$ cat src/rtl/sram_port_arbiter_if.sv
// Purpose : groups the two requester handshakes and the SRAM macro pins of sram_port_arbiter.
// Latency : n/a (wiring only).
// Backpressure : n/a. Ports: REQn/WEn/ADDRn/WDATAn in, GNTn/RVALIDn/RDATA out, SRAM_* pins.
interface sram_port_arbiter_if #(
    parameter int BW = 32,
    parameter int AW = 10
);
    // requester 0 (instruction fetch)
    logic          REQ0;
    logic          WE0;
    logic [AW-1:0] ADDR0;
    logic [BW-1:0] WDATA0;
    logic          GNT0;
    logic          RVALID0;
    // requester 1 (load/store)
    logic          REQ1;
    logic          WE1;
    logic [AW-1:0] ADDR1;
    logic [BW-1:0] WDATA1;
    logic          GNT1;
    logic          RVALID1;
    // shared read return
    logic [BW-1:0] RDATA;
    // SRAM macro pins
    logic          SRAM_CSN;
    logic          SRAM_WEN;
    logic [AW-1:0] SRAM_A;
    logic [BW-1:0] SRAM_DI;
    logic [BW-1:0] SRAM_DOUT;

    // Environment side: requesters plus the SRAM macro.
    modport master (
        output REQ0, WE0, ADDR0, WDATA0,
        output REQ1, WE1, ADDR1, WDATA1,
        output SRAM_DOUT,
        input  GNT0, RVALID0, GNT1, RVALID1, RDATA,
        input  SRAM_CSN, SRAM_WEN, SRAM_A, SRAM_DI
    );

    // Arbiter side.
    modport slave (
        input  REQ0, WE0, ADDR0, WDATA0,
        input  REQ1, WE1, ADDR1, WDATA1,
        input  SRAM_DOUT,
        output GNT0, RVALID0, GNT1, RVALID1, RDATA,
        output SRAM_CSN, SRAM_WEN, SRAM_A, SRAM_DI
    );
endinterface

$ cat src/rtl/sram_port_arbiter.sv
// Purpose : two-requester arbiter/sequencer for one single-port synchronous SRAM;
//           round-robin by default, fixed priority to requester 1 when SRAM_ARB_FIXED_PRIO_EN is defined.
// Latency : grant and SRAM drive combinational; read data returns 1 cycle after grant with RVALIDn.
// Backpressure : a requester holds REQn and its payload until GNTn; the loser of a conflict waits.
// Ports   : CLK, RST (async active-high); bus (slave modport) carries both requester
//           handshakes, the shared RDATA return and the SRAM CSN/WEN/A/DI/DOUT pins.
module sram_port_arbiter #(
    parameter int BW = 32,
    parameter int AW = 10
) (
    input  logic                CLK,
    input  logic                RST,
    sram_port_arbiter_if.slave  bus
);

    logic          gnt0;
    logic          gnt1;
    logic          any_gnt;
    logic          we_sel;
    logic [AW-1:0] a_mux;
    logic [BW-1:0] di_mux;

    // Read-return tracker: one outstanding read at most, always exactly one cycle old.
    logic          rsp_v_q;
    logic          rsp_v_d;
    logic          rsp_id_q;
    logic          rsp_id_d;

`ifndef SRAM_ARB_FIXED_PRIO_EN
    // Most recently granted requester; reset to 1 so requester 0 wins the first conflict.
    logic          last_q;
    logic          last_d;
`endif

    // ------------------------------------------------------------------
    // Arbitration. Grants are forced low while RST is high so nothing
    // reaches the SRAM during reset, even with requests pending.
    // ------------------------------------------------------------------
    always_comb begin
        gnt0 = 1'b0;
        gnt1 = 1'b0;
        if (!RST) begin
`ifdef SRAM_ARB_FIXED_PRIO_EN
            gnt1 = bus.REQ1;
            gnt0 = bus.REQ0 & ~bus.REQ1;
`else
            if (bus.REQ0 && bus.REQ1) begin
                // Conflict: the requester that was not granted last wins.
                gnt0 = last_q;
                gnt1 = ~last_q;
            end else begin
                gnt0 = bus.REQ0;
                gnt1 = bus.REQ1;
            end
`endif
        end
    end

    assign any_gnt = gnt0 | gnt1;

    // ------------------------------------------------------------------
    // SRAM drive: pure muxing; idle pins are parked at deterministic values.
    // ------------------------------------------------------------------
    always_comb begin
        we_sel = 1'b0;
        a_mux  = '0;
        di_mux = '0;
        if (gnt0) begin
            we_sel = bus.WE0;
            a_mux  = bus.ADDR0;
            di_mux = bus.WDATA0;
        end else if (gnt1) begin
            we_sel = bus.WE1;
            a_mux  = bus.ADDR1;
            di_mux = bus.WDATA1;
        end
    end

    assign bus.SRAM_CSN = ~any_gnt;
    assign bus.SRAM_WEN = ~(any_gnt & we_sel);
    assign bus.SRAM_A   = a_mux;
    assign bus.SRAM_DI  = di_mux;

    // ------------------------------------------------------------------
    // Next state
    // ------------------------------------------------------------------
    always_comb begin
        rsp_v_d  = any_gnt & ~we_sel;
        rsp_id_d = gnt1;
`ifndef SRAM_ARB_FIXED_PRIO_EN
        last_d   = last_q;
        if (gnt0) begin
            last_d = 1'b0;
        end else if (gnt1) begin
            last_d = 1'b1;
        end
`endif
    end

    // Async reset also drops a read granted in the cycle RST rises, so no
    // stray RVALID appears after release.
    always_ff @(posedge CLK or posedge RST) begin
        if (RST) begin
            rsp_v_q  <= 1'b0;
            rsp_id_q <= 1'b0;
`ifndef SRAM_ARB_FIXED_PRIO_EN
            last_q   <= 1'b1;
`endif
        end else begin
            rsp_v_q  <= rsp_v_d;
            rsp_id_q <= rsp_id_d;
`ifndef SRAM_ARB_FIXED_PRIO_EN
            last_q   <= last_d;
`endif
        end
    end

    // ------------------------------------------------------------------
    // Requester-facing outputs. SRAM DOUT is registered inside the macro,
    // so RDATA is a straight pass-through.
    // ------------------------------------------------------------------
    assign bus.GNT0    = gnt0;
    assign bus.GNT1    = gnt1;
    assign bus.RVALID0 = rsp_v_q & ~rsp_id_q;
    assign bus.RVALID1 = rsp_v_q &  rsp_id_q;
    assign bus.RDATA   = bus.SRAM_DOUT;

endmodule
$ cat src/flat_wrapper.sv
// flat-port wrapper written by rule: the top's interface ports become plain ports
module sram_port_arbiter_flat 
#(
    parameter int BW = 32,
    parameter int AW = 10
)
  (CLK, RST, bus_REQ0, bus_WE0, bus_ADDR0, bus_WDATA0, bus_REQ1, bus_WE1, bus_ADDR1, bus_WDATA1, bus_SRAM_DOUT, bus_GNT0, bus_RVALID0, bus_GNT1, bus_RVALID1, bus_RDATA, bus_SRAM_CSN, bus_SRAM_WEN, bus_SRAM_A, bus_SRAM_DI);
  sram_port_arbiter_if #(.BW(BW), .AW(AW)) bus_i ();
  input  logic CLK;
  input  logic RST;
  input wire logic [$bits(bus_i.REQ0)-1:0] bus_REQ0;
  input wire logic [$bits(bus_i.WE0)-1:0] bus_WE0;
  input wire logic [$bits(bus_i.ADDR0)-1:0] bus_ADDR0;
  input wire logic [$bits(bus_i.WDATA0)-1:0] bus_WDATA0;
  input wire logic [$bits(bus_i.REQ1)-1:0] bus_REQ1;
  input wire logic [$bits(bus_i.WE1)-1:0] bus_WE1;
  input wire logic [$bits(bus_i.ADDR1)-1:0] bus_ADDR1;
  input wire logic [$bits(bus_i.WDATA1)-1:0] bus_WDATA1;
  input wire logic [$bits(bus_i.SRAM_DOUT)-1:0] bus_SRAM_DOUT;
  output wire logic [$bits(bus_i.GNT0)-1:0] bus_GNT0;
  output wire logic [$bits(bus_i.RVALID0)-1:0] bus_RVALID0;
  output wire logic [$bits(bus_i.GNT1)-1:0] bus_GNT1;
  output wire logic [$bits(bus_i.RVALID1)-1:0] bus_RVALID1;
  output wire logic [$bits(bus_i.RDATA)-1:0] bus_RDATA;
  output wire logic [$bits(bus_i.SRAM_CSN)-1:0] bus_SRAM_CSN;
  output wire logic [$bits(bus_i.SRAM_WEN)-1:0] bus_SRAM_WEN;
  output wire logic [$bits(bus_i.SRAM_A)-1:0] bus_SRAM_A;
  output wire logic [$bits(bus_i.SRAM_DI)-1:0] bus_SRAM_DI;
  assign bus_i.REQ0 = bus_REQ0;
  assign bus_i.WE0 = bus_WE0;
  assign bus_i.ADDR0 = bus_ADDR0;
  assign bus_i.WDATA0 = bus_WDATA0;
  assign bus_i.REQ1 = bus_REQ1;
  assign bus_i.WE1 = bus_WE1;
  assign bus_i.ADDR1 = bus_ADDR1;
  assign bus_i.WDATA1 = bus_WDATA1;
  assign bus_i.SRAM_DOUT = bus_SRAM_DOUT;
  assign bus_GNT0 = bus_i.GNT0;
  assign bus_RVALID0 = bus_i.RVALID0;
  assign bus_GNT1 = bus_i.GNT1;
  assign bus_RVALID1 = bus_i.RVALID1;
  assign bus_RDATA = bus_i.RDATA;
  assign bus_SRAM_CSN = bus_i.SRAM_CSN;
  assign bus_SRAM_WEN = bus_i.SRAM_WEN;
  assign bus_SRAM_A = bus_i.SRAM_A;
  assign bus_SRAM_DI = bus_i.SRAM_DI;
  sram_port_arbiter #(.BW(BW), .AW(AW)) u_core (.CLK(CLK), .RST(RST), .bus(bus_i));
endmodule
$ cat config.mk
export PLATFORM = sky130hd
export DESIGN_NAME = sram_port_arbiter_flat
export DESIGN_NICKNAME = d
export VERILOG_FILES = /design/src/rtl/sram_port_arbiter_if.sv /design/src/rtl/sram_port_arbiter.sv /design/src/flat_wrapper.sv
export SDC_FILE = /design/constraint.sdc
export NUM_CORES = 1
export LEC_CHECK = 0
export ABC_AREA = 1
export BUFFER_PORTS_ARGS = -buffer_cell sky130_fd_sc_hd__buf_2
export CAP_MARGIN = 20
export CORE_AREA = 2 2 78 80
export DETAILED_ROUTE_END_ITERATION = 6
export DIE_AREA = 0 0 80 82
export PLACE_DENSITY = 0.66
export SLEW_MARGIN = 30
export SYNTH_ARGS = -nofsm -noshare
export SYNTH_HDL_FRONTEND = slang
export SYNTH_SLANG_ARGS = --single-unit
$ cat constraint.sdc
create_clock -name CLK -period 1.4 [get_ports CLK]
set_clock_uncertainty 0.1 [all_clocks]
set_input_delay 0.21 -clock CLK [delete_from_list [all_inputs] [get_ports CLK]]
set_output_delay 0.21 -clock CLK [all_outputs]
set_load 0.05 [all_outputs]
# Word level (Yosys, flattened, before mapping)
# Index checks and enable logic that the tools add are counted.
[word_totals]
word_cells = 27
inputBits = 122
ff_bits = 3
out_inout_bits = 80
[classes]
n_reduce_logical = 2
n_mux = 12
n_bitwise = 10
[op_table]
columns = ["op", "n"]
rows = [
  ["32-bit 2-to-1 mux", 2],
  ["10-bit 2-to-1 mux", 2],
  ["1-bit 2-to-1 mux", 8],
  ["1-bit inverter", 5],
  ["1-bit AND", 4],
  ["2-bit nonzero test", 1],
  ["1-bit logical AND", 1],
  ["1-bit OR", 1],
]

# Longest topological paths before layout
# Gate-level depths: netlist of run 1.
[depth]
depth_word = 7
mapped_depth = 7
mapped_depth_nobuf = 6

# Worst setup path after synthesis of run 1
# No wires, ideal clock.
[synth_timing]
kind = "register to output"
startpoint = "register u_core.last_q"
endpoint = "output port bus_SRAM_DI[23]"
t_arrival_ns = 1.527
slack_ns = -0.437
n_path_buf = 1
path_stages_with_launch = 8
t_required_ns = 1.090
cell_sequence = "dfstp_2 > inv_1 > nand2_1 > nand2_1 > inv_2 > buf_2 > nand2_1 > nand2_1"
[synth_via]
word_cells_on_any_way = 7
cone_classes = "6 x mux; 1 x bitwise"
[synth_lines]
columns = ["element", "line", "text"]
rows = [
  ["start: declaration", "sram_port_arbiter.sv:31", "logic last_q;"],
  ["start signal: assignment", "sram_port_arbiter.sv:113", "last_q <= last_d;"],
  ["1-bit 2-to-1 mux", "sram_port_arbiter.sv:47", "if (bus.REQ0 && bus.REQ1) begin"],
  ["1-bit 2-to-1 mux", "sram_port_arbiter.sv:42", "if (!RST) begin"],
  ["net bus_GNT0", "flat_wrapper.sv:20", "output wire logic [$bits(bus_i.GNT0)-1:0] bus_GNT0;"],
  ["32-bit 2-to-1 mux", "sram_port_arbiter.sv:68", "if (gnt0) begin"],
  ["end: declaration", "flat_wrapper.sv:28", "output wire logic [$bits(bus_i.SRAM_DI)-1:0] bus_SRAM_DI;"],
]
# The timed path passes the listed nets, and every way through them passes these cells.

# Final worst setup path of run 1
[layout_timing]
startpoint = "register u_core.last_q"
endpoint = "output port bus_SRAM_A[0]"
[layout_via]
elab_chain_cells = 5
word_cells_on_any_way = 7
cone_classes = "6 x mux; 1 x bitwise"
[layout_lines]
columns = ["element", "line", "text"]
rows = [
  ["1-bit inverter", "sram_port_arbiter.sv:50", "gnt1 = ~last_q;"],
  ["1-bit 2-to-1 mux", "sram_port_arbiter.sv:47", ""],
  ["1-bit 2-to-1 mux", "sram_port_arbiter.sv:42", ""],
  ["10-bit 2-to-1 mux", "sram_port_arbiter.sv:72", "end else if (gnt1) begin"],
  ["10-bit 2-to-1 mux *", "sram_port_arbiter.sv:68", ""],
  ["end: declaration", "flat_wrapper.sv:27", "output wire logic [$bits(bus_i.SRAM_A)-1:0] bus_SRAM_A;"],
]
# Mark *: on every way between the ends. The rest lies on a longest branch, timed or not.

==> results.yml, run 1 <==
clock_tree:
  path_clk_slew_ns: 0.03
  clkSinkCount: 3
  root_buffer: "clkbuf_8"
  cts_buffers: 3
  cts_buffer_depth: 2
  htreeDepth: 1
  cts_tree: "built"
  insertion_delay_ns: 0.22
drt:
  first_pass_iters: 4
  vias_per_cell: 4.19
  drtIter0Drc: 28
  wirelength_um: 5100
  route.met2.wl_um: 2780
  routed-wl-met3_um: 403
  drc_errors: 0
  post_drt_wl_per_cell_um: 13.2
  postRouteAntennaNets: 0
  via_count: 1613
  met1_length_um: 1710
  top_layer: "met4"
sta:
  finalSetupViolCount: 45
  hold_viol_final: 0
  rsz0062_at_grt: "true"
  max_freq_mhz: 545
  min_period_ns: 1.83
  fin_crit_sh_pct: 131
  slew_headroom_pct: 83.3
  maxSlewViolCount: 0
  worst_slack_ns: -0.434
  worst_slew_pin_slew_ns: 0.252
logic_synthesis:
  avgSynthCellArea_um2: 5.17
  yosysSeqAreaShare_pct: 7.64
  ys_types: 16
  yosysWarnings: 0
  syn-num-nets: 315
  synth_area_um2: 998
  syn_inst: 193
  yosys_register_bits: 3
run_status:
  status: "finished, violations left"
  violations: "setup timing"
floorplanning:
  die_w_um: 80
  rows: 28
  core_area_um2: 5750
  initial_core_util_pct: 17.4
  die_h_um: 82
  pin_count: 202
  dieArea_um2: 6560
grt:
  antenna_found_initial: 0
  grt_pass1_wl_um: 7140
  grt_use_total_pct: 14.1
  grt_max_degree: 21
  grt_pass1_vias: 1552
  gr-total-overflow: 0
finish:
  drive_gt1_share_pct: 87.4
  antennaDiodeCount: 0
  layout.nets: 433
  fin_util_pct: 49.3
  fillers: 545
  syn_to_final_growth_pct: 184
run:
  timing.max_cap.violations: 0
placed_design:
  port_buffers: 137
  place_ws_ns: -0.321
  dp_hpwl_um: 3420
  finalWeightedCongestion: 0.673
pwr:
  p_clk_share_pct: 15.6
  combinationalPowerShare_pct: 78.0
  p_switching_w: 0.000816
  p_int_w: 0.000839
  swShare_pct: 49.3
  powerDensity_nw_per_um2: 584
  power_w: 0.00166
  seqPwrFrac_pct: 6.3
  leakage_nw: 1.54
  peakVddDrop_mv: 0.540
worst_hold_path:
  min_delay_path_depth: 4
  hold_class: "input pin to register"
critical_path:
  path_max_fanout: 13
  crit_type: "register to output port"
  critPathArrivalTime_ns: 1.52
  worstPathRequired_ns: 1.09
  cp-end-kind: "output port"
  r2r_cells: 3
  startpoint_type: "register"
[metal layers]
metal | GRT usage (%) | vias up
met1 | 14.7 | 736
met4 | 7.97 | 0
met2 | 26.2 | 83
met3 | 2.97 | 24
met5 | 0 | -
li1 | - | 770
[flip-flops by register name, summed over array words and instances, names as in the netlist]
name             flops
u_core.rsp_id_q      1
u_core.rsp_v_q       1
u_core.last_q        1
[power groups by stage]
stage / logic [W] / clock network [W] / registers, W
after floorplan: 0.000932 / 0 / 0.000104
after global placement: 0.000943 / 0 / 0.000105
after detailed placement: 0.000953 / 0 / 0.000105
after CTS: 0.00123 / 0.000268 / 0.000105
after global routing: 0.00135 / 0.000281 / 0.000106
final: 0.00129 / 0.000259 / 0.000105
[cells in the mapped netlist, drive strengths merged]
library cell | instances | share of area, %
nand2 | 131 | 52
buf | 41 | 33
inv | 9 | 3.4
nor2 | 5 | 2.4
dfrtp | 2 | 5.0
and2 | 1 | 0.63
dfstp | 1 | 2.6
nand3 | 1 | 0.50
nand4 | 1 | 0.63
o21ai | 1 | 0.50
[area by class of cell]
type | instances | area [um2] | share of cell area, %
tap | 75 | 93.8 | 3.31
clock buffer | 4 | 45.0 | 1.59
sequential | 3 | 76.3 | 2.69
multi-input combinational | 140 | 1210 | 42.8
timing repair buffer | 154 | 1370 | 48.3
inverter | 9 | 38.8 | 1.37
[path summary, 6_finish.rpt]
path | from | endpoint | slack (ns)
min in group asynchronous | RST | u_core.rsp_v_q | 0.35
min | bus_WE0 | u_core.rsp_v_q | 0.20
max | u_core.last_q | bus_SRAM_A[0] | -0.43
max reg2reg | u_core.last_q | u_core.rsp_id_q | 0.15
min reg2reg | u_core.last_q | u_core.last_q | 0.47
max in group asynchronous | RST | u_core.last_q | 0.63
[layout by cell type (no fill, tap or decap), drive strengths merged]
cell type and count:
dfstp 1, inv 8, buf 152, nor2 5, clkbuf 5, dlygate4sd3 1, nand4 1, o21ai 1
nand2 131, nand3 1, dfrtp 2, and2 1, clkinv 1
[kinds of logic (layout without fill, tap and decap cells)]
family / Yosys count / in the layout / share of synthesized area (%)
AOI/OAI and AO/OA: 1 / 1 / 0.501
buffers and inverters: 50 / 167 / 36.0
DFF: 3 / 3 / 7.64
and+or+nand+nor: 139 / 139 / 55.9
[through the flow]
stage               setup TNS (ns)  instances  cell area [um2]  hold slack (ns)
floorplan                    -3.91        193             1490           -0.129
finish                      -17.91        385             2830            0.198
detailed placement          -12.69        372             2050           0.0267
global route                -20.76        385             2830            0.212
global placement            -11.53        372             2050           0.0222
CTS                         -18.51        383             2680            0.189
[what timing repair did]
action / 4_1_cts / 5_1_grt
pin swaps: 0 / 1
endpoints found under the hold margin: 3 / 0
hold buffers: 1 / 0
setup buffers: 2 / 1
endpoints found under the setup margin: 45 / 45
gates cloned: 4 / 1
resized for setup: 144 / 36
[worst max-delay path, cell delays in order, from the launching register on]
cell	delay [ns]
dfstp_2	0.53
nand2_1	0.07
and2_4	0.22
buf_16	0.17
nand2_1	0.10
nand2_4	0.06
buf_12	0.14
No activity file was read; power rests on OpenSTA's default activity.
==> run 2: changes to the inputs <==
--- a/config.mk
+++ b/config.mk
@@ -11,7 +11,7 @@
 export CORE_AREA = 2 2 78 80
 export DETAILED_ROUTE_END_ITERATION = 6
 export DIE_AREA = 0 0 80 82
-export PLACE_DENSITY = 0.66
+export PLACE_DENSITY = 0.71
 export SLEW_MARGIN = 30
 export SYNTH_ARGS = -nofsm -noshare
 export SYNTH_HDL_FRONTEND = slang
==> run 2 against run 1 <==
The run still ends with setup timing left; critical path depth grew 3; non-clock buffer count grew 4; flip-flop and latch count is the same; clock power shrank 2%; worst setup slack lost 0.010 ns; maximum frequency shrank 0.56%; total power grew 5.3%; via count grew 1.5%; critical endpoint is now bus_SRAM_A[9].
==> results.yml, run 2 (synthesis results as in run 1) <==
run_status:
  status: "finished, violations left"
  violations: "setup timing"
clock_tree:
  htreeDepth: 1
  cts_tree: "built"
  path_clk_slew_ns: 0.03
  cts_buffers: 3
  cts_buffer_depth: 2
  clkSinkCount: 3
  root_buffer: "clkbuf_8"
  insertion_delay_ns: 0.22
sta:
  worst_slew_pin_slew_ns: 0.255
  fin_crit_sh_pct: 132
  hold_viol_final: 0
  rsz0062_at_grt: "true"
  finalSetupViolCount: 45
  min_period_ns: 1.84
  final.setup.tns_ns: -18.18
  holdWs_ns: 0.287
  max_freq_mhz: 542
  worst_slack_ns: -0.445
  slew_headroom_pct: 83.1
  maxSlewViolCount: 0
worst_hold_path:
  min_to: "u_core.last_q"
  holdCritStartpoint: "bus_REQ1"
  hold_class: "input pin to register"
  min_delay_path_depth: 5
pwr:
  peakVddDrop_mv: 0.529
  power_w: 0.00174
  powerDensity_nw_per_um2: 575
  leakage_nw: 1.67
grt:
  antenna_found_initial: 0
  grt_use_total_pct: 13.2
  grt_max_degree: 23
  gr-total-overflow: 0
  grt_pass1_vias: 1530
  grt_pass1_wl_um: 6720
finish:
  layout.nets: 437
  drive_gt1_share_pct: 88.9
  largest_registers: "u_core.last_q (1), u_core.rsp_id_q (1), u_core.rsp_v_q (1)"
  fillers: 526
  antennaDiodeCount: 0
  finalInstanceArea_um2: 3030
  layout_commonest_cell: "buf_2"
  syn_to_final_growth_pct: 204
  layout_common_cells: "92 x buf_2, 67 x nand2_4, 40 x buf_8, 38 x nand2_2, 17 x nand2_1"
floorplanning:
  initial_core_util_pct: 17.4
  die_w_um: 80
  core_area_um2: 5750
  dieArea_um2: 6560
  die_h_um: 82
  pin_count: 202
  rows: 28
critical_path:
  worstPathRequired_ns: 1.09
  cp_slowest_stage_delay_ns: 0.54
  crit_type: "register to output port"
  critPathArrivalTime_ns: 1.53
  crit_chain: "inv_2, nand2_4, nand2_4, clkinv_8, buf_12, buf_16, nand2_4, nand2_4, buf_8"
  ff2ff_setup_slack_ns: 0.03
  crit_top_cell: "nand2_4"
  r2r_cells: 8
  startpoint_type: "register"
  path_max_fanout: 5
  r2r_end: "u_core.rsp_v_q"
  slowest_stage: "dfstp_2"
  r2r_start: "u_core.last_q"
  critPathBufInv: 5
  cp-end-kind: "output port"
  cp_top_family: "flip-flops"
placed_design:
  place_ws_ns: -0.332
  dp_hpwl_um: 3270
  finalWeightedCongestion: 0.725
  port_buffers: 137
  placed_area_um2: 2000
drt:
  drc_errors: 0
  wirelength_um: 5420
  drtIter0Drc: 19
  post_drt_wl_per_cell_um: 13.9
  via_count: 1638
  postRouteAntennaNets: 0
  vias_per_cell: 4.21
  first_pass_iters: 4
run:
  timing.max_cap.violations: 0
-- run 2: cell count changes in the layout (fill, tap and decap cells not counted), sizes merged --
cell | previous run | this run
clkbuf | 5 | 7
buf | 152 | 153
dlygate4sd3 | 1 | 2
-- run 2: area by class of cell --
cell class                 count  area (um2)  share of cell area (%)
clock buffer                   4        45.0                    1.48
inverter                       9        46.3                    1.53
multi-input combinational    140        1280                    42.4
sequential                     3        76.3                    2.52
tap                           75        93.8                    3.09
timing repair buffer         158        1490                    49.0
-- run 2: timing repair --
item                                   4_1_cts  5_1_grt
endpoints found under the hold margin        2        0
cloned                                       4        4
setup buffers                                5        2
setup endpoints to repair                   45       45
gates resized for setup                    179       44
hold buffers                                 2        0
pin swaps                                    3        1
-- run 2: power by group --
part / leakage, nW / total [W] / switching, W / internal (W)
logic: 1.61 / 0.00138 / 0.000786 / 0.000596
clock network: 0.0228 / 0.000255 / 0.0000607 / 0.000194
registers: 0.0361 / 0.000106 / 0.00000662 / 0.0000996
-- run 2: metal layers --
metal  routed length [um]  track usage (%)
met3                  364             2.75
met1                 1820             12.7
met5                    0                0
met2                 3160             27.3
met4                   75             4.75
-- run 2: how the worst max path moves through the flow --
stage                        startpoint         endpoint  slack, ns  depth (start not counted)
after global placement    u_core.last_q  bus_SRAM_DI[27]      -0.29                          8
final                     u_core.last_q    bus_SRAM_A[9]      -0.44                          9
after floorplan           u_core.last_q  bus_SRAM_DI[22]      -0.10                          6
after detailed placement  u_core.last_q    bus_SRAM_A[4]      -0.33                          8
after global routing      u_core.last_q  bus_SRAM_DI[11]      -0.49                          9
after CTS                 u_core.last_q  bus_SRAM_DI[11]      -0.44                          9
-- run 2: worst min-delay path, cell delays in order --
cell,delay [ns]
buf_2,0.13
nand2_4,0.08
nand2_4,0.06
o21ai_0,0.07
inv_1,0.04
-- run 2: per-stage QoR --
| step | std cells | util, % |
|---|---|---|
| 2_1_floorplan | 193 | - |
| 3_3_place_gp | 370 | 34.9 |
| 3_5_place_dp | 370 | 34.9 |
| 4_1_cts | 385 | 49.0 |
| 5_1_grt | 389 | 52.8 |
| 6_report | 389 | 52.8 |
